--- src/rtl/bram18k_arb_pkg.sv ---
// Shared types and constants for the BRAM18K port arbiter.
// Read latency depends on the BRAM18K_ARB_RDATA_REG_EN macro.
package bram18k_arb_pkg;

   localparam int MAX_REQ  = 8;
   localparam int ID_WIDTH = $clog2((MAX_REQ > 2) ? MAX_REQ : 2);

`ifdef BRAM18K_ARB_RDATA_REG_EN
   localparam int RD_LATENCY = 3;
`else
   localparam int RD_LATENCY = 2;
`endif

   localparam int TAG_STAGES = RD_LATENCY;

   typedef struct packed {
      logic                valid;
      logic [ID_WIDTH-1:0] id;
   } rd_tag_t;

   function automatic logic [ID_WIDTH-1:0] next_id(input logic [ID_WIDTH-1:0] id,
                                                   input int                  n);
      if (int'(id) >= n - 1) return '0;
      return id + 1'b1;
   endfunction

endpackage

--- src/rtl/bram18k_port_arbiter_rr_arbiter.sv ---
// Round-robin grant with a pointer register.
// The pointer moves past the winner only when the grant is accepted.
module rr_arbiter
   import bram18k_arb_pkg::*;
#(
   parameter int NUM_REQ = 4
) (
   input  logic                clk,
   input  logic                rst_n,
   input  logic [NUM_REQ-1:0]  valid,
   input  logic                accept,
   output logic [NUM_REQ-1:0]  grant,
   output logic [ID_WIDTH-1:0] grant_id
);

   logic [ID_WIDTH-1:0] ptr_q, ptr_d;
   logic                found;

   // First pass searches from the pointer upward, second pass wraps from zero.
   always_comb begin
      grant    = '0;
      grant_id = '0;
      found    = 1'b0;
      for (int k = 0; k < NUM_REQ; k++) begin
         if (!found && valid[k] && (k >= int'(ptr_q))) begin
            found    = 1'b1;
            grant[k] = 1'b1;
            grant_id = ID_WIDTH'(k);
         end
      end
      for (int k = 0; k < NUM_REQ; k++) begin
         if (!found && valid[k]) begin
            found    = 1'b1;
            grant[k] = 1'b1;
            grant_id = ID_WIDTH'(k);
         end
      end
   end

   always_comb begin
      ptr_d = ptr_q;
      if (accept) ptr_d = next_id(grant_id, NUM_REQ);
   end

   always_ff @(posedge clk or negedge rst_n) begin
      if (!rst_n) ptr_q <= '0;
      else        ptr_q <= ptr_d;
   end

endmodule

--- src/rtl/bram18k_port_arbiter.sv ---
// Shares one BRAM18K port among NUM_REQ requesters and routes read data back by tag.
// BRAM18K_ARB_RDATA_REG_EN adds one register stage on the read response path.
module bram18k_port_arbiter
   import bram18k_arb_pkg::*;
#(
   parameter int NUM_REQ    = 4,
   parameter int ADDR_WIDTH = 10,
   parameter int DATA_WIDTH = 18
) (
   input  logic                          CLK_i,
   input  logic                          RST_ni,
   input  logic [NUM_REQ-1:0]            REQ_VALID_i,
   input  logic [NUM_REQ-1:0]            REQ_WE_i,
   input  logic [NUM_REQ*ADDR_WIDTH-1:0] REQ_ADDR_i,
   input  logic [NUM_REQ*DATA_WIDTH-1:0] REQ_WDATA_i,
   output logic [NUM_REQ-1:0]            REQ_READY_o,
   output logic [NUM_REQ-1:0]            RSP_VALID_o,
   output logic [DATA_WIDTH-1:0]         RSP_RDATA_o,
   output logic                          RAM_WEN_o,
   output logic                          RAM_REN_o,
   output logic [ADDR_WIDTH-1:0]         RAM_WR_ADDR_o,
   output logic [ADDR_WIDTH-1:0]         RAM_RD_ADDR_o,
   output logic [DATA_WIDTH-1:0]         RAM_WDATA_o,
   input  logic [DATA_WIDTH-1:0]         RAM_RDATA_i
);

   logic [NUM_REQ-1:0]    grant;
   logic [ID_WIDTH-1:0]   grant_id;
   logic                  accept;
   logic                  sel_we;
   logic [ADDR_WIDTH-1:0] sel_addr;
   logic [DATA_WIDTH-1:0] sel_wdata;

   logic                  ram_wen_q, ram_wen_d;
   logic                  ram_ren_q, ram_ren_d;
   logic [ADDR_WIDTH-1:0] wr_addr_q, wr_addr_d;
   logic [ADDR_WIDTH-1:0] rd_addr_q, rd_addr_d;
   logic [DATA_WIDTH-1:0] wdata_q, wdata_d;
   rd_tag_t [TAG_STAGES-1:0] tag_q, tag_d;
   logic [NUM_REQ-1:0]    rsp_valid_q, rsp_valid_d;
   logic [DATA_WIDTH-1:0] rsp_rdata_q, rsp_rdata_d;
   logic [DATA_WIDTH-1:0] rsp_src;
   rd_tag_t               last_tag;

`ifdef BRAM18K_ARB_RDATA_REG_EN
   logic [DATA_WIDTH-1:0] rdata_pipe_q, rdata_pipe_d;
`endif

   rr_arbiter #(
      .NUM_REQ (NUM_REQ)
   ) u_rr (
      .clk      (CLK_i),
      .rst_n    (RST_ni),
      .valid    (REQ_VALID_i),
      .accept   (accept),
      .grant    (grant),
      .grant_id (grant_id)
   );

   always_comb begin
      accept    = |grant;
      sel_we    = 1'b0;
      sel_addr  = '0;
      sel_wdata = '0;
      for (int k = 0; k < NUM_REQ; k++) begin
         if (grant[k]) begin
            sel_we    = REQ_WE_i[k];
            sel_addr  = REQ_ADDR_i[k*ADDR_WIDTH +: ADDR_WIDTH];
            sel_wdata = REQ_WDATA_i[k*DATA_WIDTH +: DATA_WIDTH];
         end
      end
   end

   // Addresses and write data hold between commands; only the strobes drop.
   always_comb begin
      ram_wen_d = accept & sel_we;
      ram_ren_d = accept & ~sel_we;
      wr_addr_d = ram_wen_d ? sel_addr  : wr_addr_q;
      wdata_d   = ram_wen_d ? sel_wdata : wdata_q;
      rd_addr_d = ram_ren_d ? sel_addr  : rd_addr_q;

      tag_d[0].valid = ram_ren_d;
      tag_d[0].id    = grant_id;
      for (int s = 1; s < TAG_STAGES; s++) tag_d[s] = tag_q[s-1];
   end

`ifdef BRAM18K_ARB_RDATA_REG_EN
   // RAM data for the stage-1 tag is present now; capture it before the next read overwrites it.
   always_comb begin
      rdata_pipe_d = tag_q[TAG_STAGES-2].valid ? RAM_RDATA_i : rdata_pipe_q;
      rsp_src      = rdata_pipe_q;
   end
`else
   always_comb begin
      rsp_src = RAM_RDATA_i;
   end
`endif

   always_comb begin
      last_tag    = tag_q[TAG_STAGES-1];
      rsp_valid_d = '0;
      for (int k = 0; k < NUM_REQ; k++) begin
         rsp_valid_d[k] = last_tag.valid && (last_tag.id == ID_WIDTH'(k));
      end
      rsp_rdata_d = last_tag.valid ? rsp_src : rsp_rdata_q;
   end

   always_ff @(posedge CLK_i or negedge RST_ni) begin
      if (!RST_ni) begin
         ram_wen_q    <= 1'b0;
         ram_ren_q    <= 1'b0;
         wr_addr_q    <= '0;
         rd_addr_q    <= '0;
         wdata_q      <= '0;
         tag_q        <= '0;
         rsp_valid_q  <= '0;
         rsp_rdata_q  <= '0;
`ifdef BRAM18K_ARB_RDATA_REG_EN
         rdata_pipe_q <= '0;
`endif
      end else begin
         ram_wen_q    <= ram_wen_d;
         ram_ren_q    <= ram_ren_d;
         wr_addr_q    <= wr_addr_d;
         rd_addr_q    <= rd_addr_d;
         wdata_q      <= wdata_d;
         tag_q        <= tag_d;
         rsp_valid_q  <= rsp_valid_d;
         rsp_rdata_q  <= rsp_rdata_d;
`ifdef BRAM18K_ARB_RDATA_REG_EN
         rdata_pipe_q <= rdata_pipe_d;
`endif
      end
   end

   assign REQ_READY_o   = grant;
   assign RSP_VALID_o   = rsp_valid_q;
   assign RSP_RDATA_o   = rsp_rdata_q;
   assign RAM_WEN_o     = ram_wen_q;
   assign RAM_REN_o     = ram_ren_q;
   assign RAM_WR_ADDR_o = wr_addr_q;
   assign RAM_RD_ADDR_o = rd_addr_q;
   assign RAM_WDATA_o   = wdata_q;

endmodule

--- config.mk ---
export PLATFORM = sky130hd
export DESIGN_NAME = bram18k_port_arbiter
export DESIGN_NICKNAME = d
export VERILOG_FILES = /design/src/rtl/bram18k_arb_pkg.sv /design/src/rtl/bram18k_port_arbiter_rr_arbiter.sv /design/src/rtl/bram18k_port_arbiter.sv
export SDC_FILE = /design/constraint.sdc
export NUM_CORES = 1
export LEC_CHECK = 0
export CAP_MARGIN = 20
export CORE_MARGIN = 3
export CORE_UTILIZATION = 35
export CTS_BUF_LIST = sky130_fd_sc_hd__clkbuf_8 sky130_fd_sc_hd__clkbuf_16
export CTS_CLUSTER_SIZE = 12
export DETAILED_ROUTE_END_ITERATION = 7
export PLACE_DENSITY_LB_ADDON = 0.08
export SYNTH_ARGS = -nofsm -noshare
export SYNTH_HDL_FRONTEND = slang
export SYNTH_HIERARCHICAL = 1
export SYNTH_SLANG_ARGS = --single-unit
--- constraint.sdc ---
create_clock -name CLK_i -period 6.55 [get_ports CLK_i]
set_input_delay 1.31 -clock CLK_i [delete_from_list [all_inputs] [get_ports CLK_i]]
set_output_delay 1.31 -clock CLK_i [all_outputs]
set_load 0.05 [all_outputs]
# After elaboration in Yosys (flattened, before gate mapping)
# Index checks and enable logic that the tools add are counted.
# word_totals
input_bits	140
out_inout_bits	66
wordCells	84
ff_bits	72
# op_classes
reduce_logical	24
add_sub_neg	1
n_lt_le_gt_ge	5
n_bitwise	3
eq_ne	3
mux	37
# ops
operator	n
$mux 18	4
$mux 10	4
$mux 1	21
$logic_and 1x1->1	15
$mux 2	6
$logic_not 1->1	7
$eq 3x2->1 const B	2
$ge 1x3->1 const A	2
$ge 2x3->1 const A	2
$mux 3	2
$reduce_or 4->1	1
$add 2x1->3 const B	1
$eq 3x1->1 const B	1
$logic_not 3->1	1
$and 1x1->1	2
$ge 2x2->1 const B	1
$not 1->1	1

# Depth between registers and ports, before layout
# depth
word_depth	31
depth_mapped	12
mapped_depth_nobuf	9

# Cells and area by module
# Netlist, hierarchy kept.
# modules_own_cells
module	seq_area_each_um2	area_each_um2	cells_per_inst	instances
bram18k_port_arbiter	1726.7	3286.9	318	1
rr_arbiter	50.0	271.5	36	1

# Worst setup path after synthesis
# OpenSTA, ideal clock, no wires.
# synth_path
path_kind	input -> output
start	in REQ_VALID_i[2]
end	out REQ_READY_o[1]
required_time_ns	5.240
n_path_buf	0
cell_stages	3
setup_slack_ns	2.227
arrival_ns	3.013
cell_sequence	inv_1 > o21ai_0 > a221oi_1
# synth_between
elab_chain_len	13
# synth_rtl
element	line_no	rtl
start, declared	bram18k_port_arbiter.sv:12	input logic [NUM_REQ-1:0] REQ_VALID_i,
$logic_and 1x1->1 (*) (2 in a row)	bram18k_port_arbiter_rr_arbiter.sv:25	if (!found && valid[k] && (k >= int'(ptr_q))) begin
$mux 1 (*)	bram18k_port_arbiter_rr_arbiter.sv:25	
$logic_not 1->1	bram18k_port_arbiter_rr_arbiter.sv:25	
$logic_and 1x1->1 (2 in a row)	bram18k_port_arbiter_rr_arbiter.sv:25	
$mux 1 (*)	bram18k_port_arbiter_rr_arbiter.sv:25	
$logic_not 1->1	bram18k_port_arbiter_rr_arbiter.sv:32	if (!found && valid[k]) begin
$logic_and 1x1->1	bram18k_port_arbiter_rr_arbiter.sv:32	
$mux 1 (*)	bram18k_port_arbiter_rr_arbiter.sv:32	
$logic_not 1->1 (*)	bram18k_port_arbiter_rr_arbiter.sv:32	
$logic_and 1x1->1 (*)	bram18k_port_arbiter_rr_arbiter.sv:32	
$mux 1 (*)	bram18k_port_arbiter_rr_arbiter.sv:32	
end, declared	bram18k_port_arbiter.sv:16	output logic [NUM_REQ-1:0] REQ_READY_o,
# Every way passes the cells marked *; elsewhere a longest branch is shown, timed or not.

# Worst setup path after layout
# Same ends and word-level chain as after synthesis.

==> key figures <==
Outcome
  • Outcome: completed

Min path
  • WHS Path Cells: 0
  • Worst Hold End: last_tag[1]
  • Min-delay src: tag_d[5]
  • Hold WC Path Type: flop to flop

GRT
  • Largest net degree at the start of global routing: between 70 and 80
  • First-pass GRT wire length: 17500 um
  • GRT Util Overall: 19.7%
  • Initial antenna violation count: 0
  • GR Overflow Total: 0
  • Vias in the first global route: approximately 3400

Clocking
  • Post-CTS setup repair buffer count: 0
  • CTS Sinks: just over 70
  • Clk Latency, worst-skew pair: ~0.34 ns
  • CTS tree: done
  • Clock Path Buffers: 2
  • Post-CTS Hold Buffers: 0
  • CTS buffer count: 9
  • Post-cts sizing count: 0
  • H-tree depth: 3
  • Reg clk slew, reported paths: 0.08 ns
  • Clock root cell: clkbuf_8

Worst setup path
  • Reg2reg path depth: 9
  • Crit start category: primary input
  • Reg2Reg Setup Slack: ~3.5 ns
  • Crit Path Max Fanout: 34
  • Worst Path Arrival: 3.65 ns
  • Worst R2R End: RAM_RD_ADDR_o[0]
  • R2R Path Start: u_rr/ptr_q[1]
  • Kind of critical path: primary input to primary output
  • CP required: about 5.2 ns
  • CP Capture Type: primary output

Floorplan
  • DIE HEIGHT: 107 um
  • Die ar.: 0.0114 mm^2
  • Core area: 0.00982 mm^2
  • Starting density of the core: between 30 and 40%
  • # rows: 36
  • Die width: 107 um
  • IO Count: between 200 and 250

Power
  • Maximum vdd ir drop: 300 uV
  • LEAKAGE: about 2.5 nW
  • Total power: 3.04 mW
  • Cell Pwr Density: 515 mW/mm^2

Run
  • Max_cap viols: 0

Synthesis
  • Synth Area in Compound Gates: 28.3%
  • Synthesized area: approximately 0.0036 mm^2
  • Main combinational cell family by area after synthesis: compound AO/OA/AOI/OAI gates
  • Yosys cell types: 40
  • XOR/XNOR Fraction of Synth Area: 0%
  • Yosys warns: 6
  • Post-Synthesis Cells: 354
  • Post-synthesis mux area share: 6.61%
  • Flops & latches, synth: 71
  • Post-synth net total: 495
  • Mean Syn Cell Area: around 10 um^2
  • Adder-Cell Fraction of Synth Area: less than 1%
  • Simple-gate area share of the yosys netlist: approximately 6.3%
  • Sequential area share after synthesis: 49.9%

STA
  • RSZ-0062 raised after global routing: no
  • Hold slack: 0.351 ns
  • Slew HR: 41.3%
  • Final hold vios: 0
  • Endpoints failing setup: 0
  • Tmin final: 4.96 ns
  • Fin Setup TNS: 0 ns
  • Max Slew Vio Count: 0
  • Slew of the pin with the lowest slew margin: 0.873 ns
  • Crit share post-route: 75.8%
  • Clk_skew: 0.00800 ns
  • Max Clock Freq: ~200 MHz

Route
  • Residual DRC: 0
  • Iter 0 DRT Violations: about 160
  • Drt wl/cell: 16.7 um
  • Routed Wire Length: around 11000 um
  • TritonRoute pass-1 iters: 4
  • Antenna viol nets, final: 0
  • Via count: 3421
  • Via-to-Cell Ratio: between 5 and 6

Final layout
  • Area grow syn2layout: 65.9%
  • N_diodes: 0
  • FILL cells: 867
  • Nets: 686
  • Share of post-route cells with drive strength above 1: under 10%

Placement
  • Post-detail-place hpwl: between 8000 and 9000 um
  • Routability congestion estimate from global placement: 0.832
  • IO buf count: 205
==> metrics by stage <==
stage	utilization [%]	instances	setup slack, ns	area (um^2)
after floorplan	-	354	2.23	3560
after global placement	58.1	666	1.62	5700
after detailed placement	58.2	667	1.58	5710
after CTS	60.1	683	1.58	5900
after global routing	60.1	683	1.47	5900
final	60.1	683	1.59	5900
==> cell usage in the layout, fill, tap and decap left out, types with 7 or more instances in the layout <==
master | Yosys | routed
buf_4 | 5 | 7
dfrtp_1 | 71 | 71
inv_1 | 34 | 36
o31ai_1 | 9 | 9
mux2_2 | 20 | 20
a221o_1 | 27 | 27
clkbuf_8 | 0 | 9
clkdlybuf4s50_1 | 0 | 204
a21oi_1 | 59 | 59
o21ai_0 | 14 | 14
nor2_1 | 30 | 30
a22oi_1 | 27 | 27
==> cells in the mapped netlist, drive strengths merged <==
cell     n  area [um^2]
inv     35          134
ha       1         12.5
nor4b    1         8.76
o221a    1         11.3
nand3b   2         15.0
and2     1         7.51
or2      2         12.5
a221oi   2         23.8
mux2    20          225
o21bai   1         7.51
nand2    3         11.3
conb     1         3.75
buf     23          130
a211oi   1         7.51
o22ai    1         6.26
mux2i    1         10.0
a221o   27          270
a21o     1         7.51
nor2b    1         6.26
o21ai   14         70.1
a22o     1         8.76
nor4     1         6.26
a22oi   27          203
nor4bb   2         20.0
nor3b    1         7.51
a21oi   61          313
o31ai   10         80.1
and4b    1         10.0
clkbuf   9         33.8
dfrtp   71         1780
nor2    30          113
nand2b   1         6.26
==> metal layers <==
layer	GRT usage, %	wire length, um	up-vias
met5	0	0	-
met4	6.48	136	0
met3	6.26	962	12
met2	33.9	5720	121
met1	23.2	4580	1616
li1	-	-	1672
==> cells by family after synthesis <==
group           Yosys count
compound gates          147
flops                    71
buf+inv                  67
simple gates             46
mux                      21
fa+ha+maj                 1
other cells               1
==> cell type report <==
cell class	count	area (um^2)	area share (%)
multi-input cells	216	1530	25.9
clock buffers	9	124	2.10
clock inverters	7	66.3	1.12
well taps	133	166	2.82
inverters	35	134	2.27
repair buffers	212	2110	35.7
flip-flops and latches	71	1780	30.1
==> where the power goes <==
part	switching, mW	internal [mW]	leakage, nW	total (mW)
logic	1.20	0.713	1.51	1.92
registers	0.136	0.648	0.850	0.784
clock network	0.168	0.173	0.0978	0.341
total	1.51	1.53	2.46	3.04
==> worst max-delay path by stage <==
stage,startpoint,end,cells past startpoint
after global routing,REQ_VALID_i[2],REQ_READY_o[1],6
final,REQ_VALID_i[2],REQ_READY_o[1],6
after CTS,REQ_VALID_i[2],REQ_READY_o[1],6
after global placement,REQ_VALID_i[2],REQ_READY_o[1],6
after floorplan,REQ_VALID_i[2],REQ_READY_o[1],3
after detailed placement,REQ_VALID_i[2],REQ_READY_o[1],6
==> flip-flops by register name (all words and copies together) (netlist names) <==
name,flops
RAM_RD_ADDR_o,10
RSP_RDATA_o,18
RAM_WR_ADDR_o,10
RSP_VALID_o,4
RAM_WDATA_o,18
tag_d,4
u_rr/ptr_q,2
RAM_WEN_o,1
last_tag,4
==> critical path: stages <==
cell and delay (ns):
clkdlybuf4s50_1 0.48, inv_1 0.17, o21ai_0 0.15, a221oi_4 0.24, buf_4 0.41, clkdlybuf4s50_1 0.89
Power figures use the tool's default switching activity.
==> edit 1 (config.mk and constraints unchanged) <==
The option `BRAM18K_ARB_RDATA_REG_EN` is turned on by a define.
--- a/src/rtl/bram18k_arb_pkg.sv
+++ b/src/rtl/bram18k_arb_pkg.sv
@@ -1,5 +1,7 @@
 // Shared types and constants for the BRAM18K port arbiter.
 // Read latency depends on the BRAM18K_ARB_RDATA_REG_EN macro.
+`define BRAM18K_ARB_RDATA_REG_EN
+
 package bram18k_arb_pkg;
 
    localparam int MAX_REQ  = 8;
Behaviour: not the same (Yosys sat finds a counterexample within 4 cycles, from zero or initial values and one cycle with RST_ni low).
==> edit 1 against the unedited design <==
Sequential cell count rose by 22; power rose by 17%; design area rose by 15%; global-route usage fell by 1.8 points; via count rose by 8.9%; register-to-register slack got worse by 0.16 ns; synthesized cell count rose by 10%; routed wire length rose by 9.4%; area after synthesis rose by 21%; worst setup slack got worse by 0.055 ns; final cell count rose by 7.0%; sequential power rose by 33%.
==> edit 1: results (changes against the unedited design) <==
| Metric | Value |
|---|---|
| Global Route Usage Sum | 17.9% (was 19.7%) |
| Rel. slew slack | 42.2% (was 41.3%) |
| Outcome | finished clean (unchanged) |
| Hold Crit Depth | 0 (unchanged) |
| Synth area leaders | dfrtp_1 (54%), mux2_2 (11%), a21oi_1 (6.6%), a221o_1 (6.3%), a22oi_1 (4.4%) (was dfrtp_1 (50%), a21oi_1 (8.3%), a221o_1 (7.6%), mux2_2 (6.3%), a22oi_1 (5.7%)) |
| CP max FO | 34 (unchanged) |
| Layout cells sized above 1 | 13.1% (was 9.45%) |
| Hpwl dp | 9.46 mm (was 8.39 mm) |
| Synth Area in Compound Gates | 22.6% (was 28.3%) |
| Net count after synthesis | 532 (was 495) |
| Hold endpoint | tag_d[9]$_DFF_PN0_ (was last_tag[1]$_DFF_PN0_) |
| Sequential Area | 0.00233 sq mm (was 0.00178 sq mm) |
| Arr. time, crit path | 3.71 ns (was 3.65 ns) |
| R2r endpoint | RAM_RD_ADDR_o[1]$_DFFE_PN0P_ (was RAM_RD_ADDR_o[0]$_DFFE_PN0P_) |
| DR iter-0 viols | 176 (was 159) |
| GP Congestion | 0.774 (was 0.832) |
| R2R setup slack | 3.38 ns (was 3.54 ns) |
| First-pass GRT wire length | 19.0 mm (was 17.5 mm) |
| WL met3 | 1.03 mm (was 962 microns) |
| Post-Route WL | 12.5 mm (was 11.4 mm) |
| Final layout net count | 723 (was 686) |
| Layout Skew | 0.00763 ns (was 0.00800 ns) |
| FILL cells | 1032 (was 867) |
| Hold slack | 0.348 ns (was 0.351 ns) |
| Routed met1 length | 4.89 mm (was 4.58 mm) |
| Pre-CTS setup slack | 1.56 ns (was 1.58 ns) |
| Met2 wire len | 6.38 mm (was 5.72 mm) |
| Max IR drop VDD | 0.000354 V (was 0.000300 V) |
| Top post-synthesis cells by count | dfrtp_1 (93), a21oi_1 (57), mux2_2 (42), inv_1 (34), nor2_1 (28) (was dfrtp_1 (71), a21oi_1 (59), inv_1 (34), nor2_1 (30)) |
| Sequential fraction of the synthesis area | 53.9% (was 49.9%) |
| Leak | 2.85 nW (was 2.46 nW) |
| Root buffer cell | clkbuf_16 (was clkbuf_8) |
-- edit 1: cell types whose count changed in the layout (fill, tap and decap cells not counted), sizes merged, moves of 2 or more --
cell / delta
a22o: +2
nor2: -2
dfrtp: +22
inv: +2
o31ai: -2
o21ai: -2
a21oi: -2
mux2: +22
a22oi: -2
-- edit 1: routing by layer --
layer / vias up / track usage [%]
met5: - / 0
met4: 0 / 6.35
met3: 12 / 5.91
met2: 123 / 30.3
met1: 1784 / 21.3
li1: 1805 / -
-- edit 1: area by class of cell --
cell class,count,area share [%]
sequential,93,34.3
timing repair buffer,213,31.2
multi-input combinational,230,25.6
clock buffer,9,3.32
tap,143,2.63
inverter,35,1.97
clock inverter,7,1.01
antenna,1,0.0369
-- edit 1: kinds of logic (layout without fill, tap and decap cells) --
kind of cell / after synthesis / after routing
compound gates: 141 / 141
flops: 93 / 93
buf+inv: 68 / 264
simple gates: 44 / 44
mux: 43 / 43
fa+ha+maj: 1 / 1
other cells: 1 / 2
-- edit 1: worst max path at each step --
| stage | depth (start not counted) | slack, ns | end |
|---|---|---|---|
| finish | 6 | 1.53 | REQ_READY_o[1] |
| global route | 6 | 1.46 | REQ_READY_o[1] |
| CTS | 6 | 1.55 | REQ_READY_o[1] |
| detailed placement | 6 | 1.56 | REQ_READY_o[1] |
| global placement | 6 | 1.63 | REQ_READY_o[1] |
| floorplan | 7 | 2.14 | RAM_WR_ADDR_o[0]$_DFFE_PN0P_ |
-- edit 1: worst max-delay path, cell delays in order --
cell,delay [ns]
clkdlybuf4s50_1,0.49
inv_1,0.19
o21ai_0,0.18
a221oi_4,0.25
buf_4,0.40
clkdlybuf4s50_1,0.88
-- edit 1: report_power, final --
part           switching (W)  internal (W)
sequential          0.000186      0.000852
combinational        0.00122      0.000801
clock               0.000235      0.000268
total                0.00164       0.00192
-- edit 1: stage by stage --
stage / std cells / total power, W
2_1_floorplan: 391 / 0.00240
3_3_place_gp: 713 / 0.00305
3_5_place_dp: 714 / 0.00309
4_1_cts: 730 / 0.00361
5_1_grt: 730 / 0.00379
6_report: 731 / 0.00356
==> edit 2 (same settings) <==
Without the edit above. Take the reset off `wr_addr_q`, `rd_addr_q`, `wdata_q` and `rsp_rdata_q` and load them in a clocked block of their own.
--- a/src/rtl/bram18k_port_arbiter.sv
+++ b/src/rtl/bram18k_port_arbiter.sv
@@ -109,28 +109,27 @@
       if (!RST_ni) begin
          ram_wen_q    <= 1'b0;
          ram_ren_q    <= 1'b0;
-         wr_addr_q    <= '0;
-         rd_addr_q    <= '0;
-         wdata_q      <= '0;
          tag_q        <= '0;
          rsp_valid_q  <= '0;
-         rsp_rdata_q  <= '0;
 `ifdef BRAM18K_ARB_RDATA_REG_EN
          rdata_pipe_q <= '0;
 `endif
       end else begin
          ram_wen_q    <= ram_wen_d;
          ram_ren_q    <= ram_ren_d;
-         wr_addr_q    <= wr_addr_d;
-         rd_addr_q    <= rd_addr_d;
-         wdata_q      <= wdata_d;
          tag_q        <= tag_d;
          rsp_valid_q  <= rsp_valid_d;
-         rsp_rdata_q  <= rsp_rdata_d;
 `ifdef BRAM18K_ARB_RDATA_REG_EN
          rdata_pipe_q <= rdata_pipe_d;
 `endif
       end
+   end
+
+   always_ff @(posedge CLK_i) begin
+      wr_addr_q   <= wr_addr_d;
+      rd_addr_q   <= rd_addr_d;
+      wdata_q     <= wdata_d;
+      rsp_rdata_q <= rsp_rdata_d;
    end
 
    assign REQ_READY_o   = grant;
Formal check against the unedited RTL: not equivalent (Yosys sat finds a counterexample within 4 cycles, from zero or initial values and one cycle with RST_ni low).
==> edit 2 against the unedited design <==
Worst setup slack lost 0.23 ns; clock power shrank 3%; routed wire length shrank 11%; area after synthesis shrank 0.56%; hold slack gained 0.0017 ns; combinational power shrank 22%; design area shrank 1.4%; power shrank 13%; sequential cell count is the same.
==> edit 2: results (changes against the unedited design) <==
| Metric | Value |
|---|---|
| Number of distinct library cells after synthesis | 42 (was 40) |
| Hold endpoint | last_tag[0]$_DFF_PN0_ (was last_tag[1]$_DFF_PN0_) |
| DR iter-0 viols | 122 (was 159) |
| Pre-CTS setup slack | 1.37 ns (was 1.58 ns) |
| Synth area leader | edfxtp_1 (was dfrtp_1) |
| Synth area leaders | edfxtp_1 (48%), dfrtp_1 (11%), a221oi_2 (8.5%), o31ai_2 (7.4%), nor2b_1 (4.8%) (was dfrtp_1 (50%), a21oi_1 (8.3%), a221o_1 (7.6%), mux2_2 (6.3%), a22oi_1 (5.7%)) |
| Worst-case reg-to-reg path depth | 7 (was 9) |
| Rel. slew slack | 30.8% (was 41.3%) |
| Vias per inst | 4.92 (was 5.01) |
| Post-Synthesis Cells | 254 (was 354) |
| Outcome | finished clean (unchanged) |
| DP Cell Count | 573 (was 667) |
| Layout cells sized above 1 | 15.3% (was 9.45%) |
| R2R setup slack | 3.39 ns (was 3.54 ns) |
| Hpwl dp | 7.60 mm (was 8.39 mm) |
| Vias in the first global route | 2801 (was 3406) |
| Leak | 2.08 nW (was 2.46 nW) |
| Critical path origin | REQ_VALID_i[0] (was REQ_VALID_i[2]) |
| Top post-synthesis cells by count | edfxtp_1 (56), nand2_1 (30), nor2b_1 (27), o31ai_2 (21), a221oi_2 (20) (was dfrtp_1 (71), a21oi_1 (59), inv_1 (34), nor2_1 (30)) |
| Area of the multi-input gates | 0.00129 sq mm (was 0.00153 sq mm) |
| Final layout net count | 593 (was 686) |
| Synth Area in Compound Gates | 23.4% (was 28.3%) |
| GP Congestion | 0.739 (was 0.832) |
| R2r endpoint | RAM_WDATA_o[13]$_DFFE_PP_ (was RAM_RD_ADDR_o[0]$_DFFE_PN0P_) |
| Number of synthesized flops with an enable pin | 56 (was 0) |
| First-pass GRT wire length | 15.2 mm (was 17.5 mm) |
| Arr. time, crit path | 3.88 ns (was 3.65 ns) |
-- edit 2: changes by cell type in the layout (fill, tap and decap cells not counted), sizes merged, moves of 25 or more --
cell and delta:
dfrtp -56, edfxtp +56, a21oi -53, nor2 -28, a221o -27, a22oi -27, nand2 +27, nor2b +27
a221oi +26, inv -25
-- edit 2: final cells by class --
cell class                      instances  share of cell area (%)
Sequential cell                        71                    35.4
Clock buffer                            9                    2.13
Tap cell                              133                    2.86
Multi-Input combinational cell        153                    22.2
Inverter                                8                   0.559
Clock inverter                          7                    1.10
Timing Repair Buffer                  209                    35.8
-- edit 2: report_power, final --
group	total [W]	internal [W]	switching [W]
clock network	0.000330	0.000146	0.000184
registers	0.000829	0.000746	0.0000833
logic	0.00150	0.000533	0.000966
-- edit 2: per-layer routing --
metal | vias up | global-route usage [%] | wire, microns
met3 | 6 | 6.31 | 1110
met4 | 0 | 4.38 | 82
met1 | 1371 | 21.0 | 3930
li1 | 1382 | - | -
met5 | - | 0 | 0
met2 | 144 | 30.0 | 5070
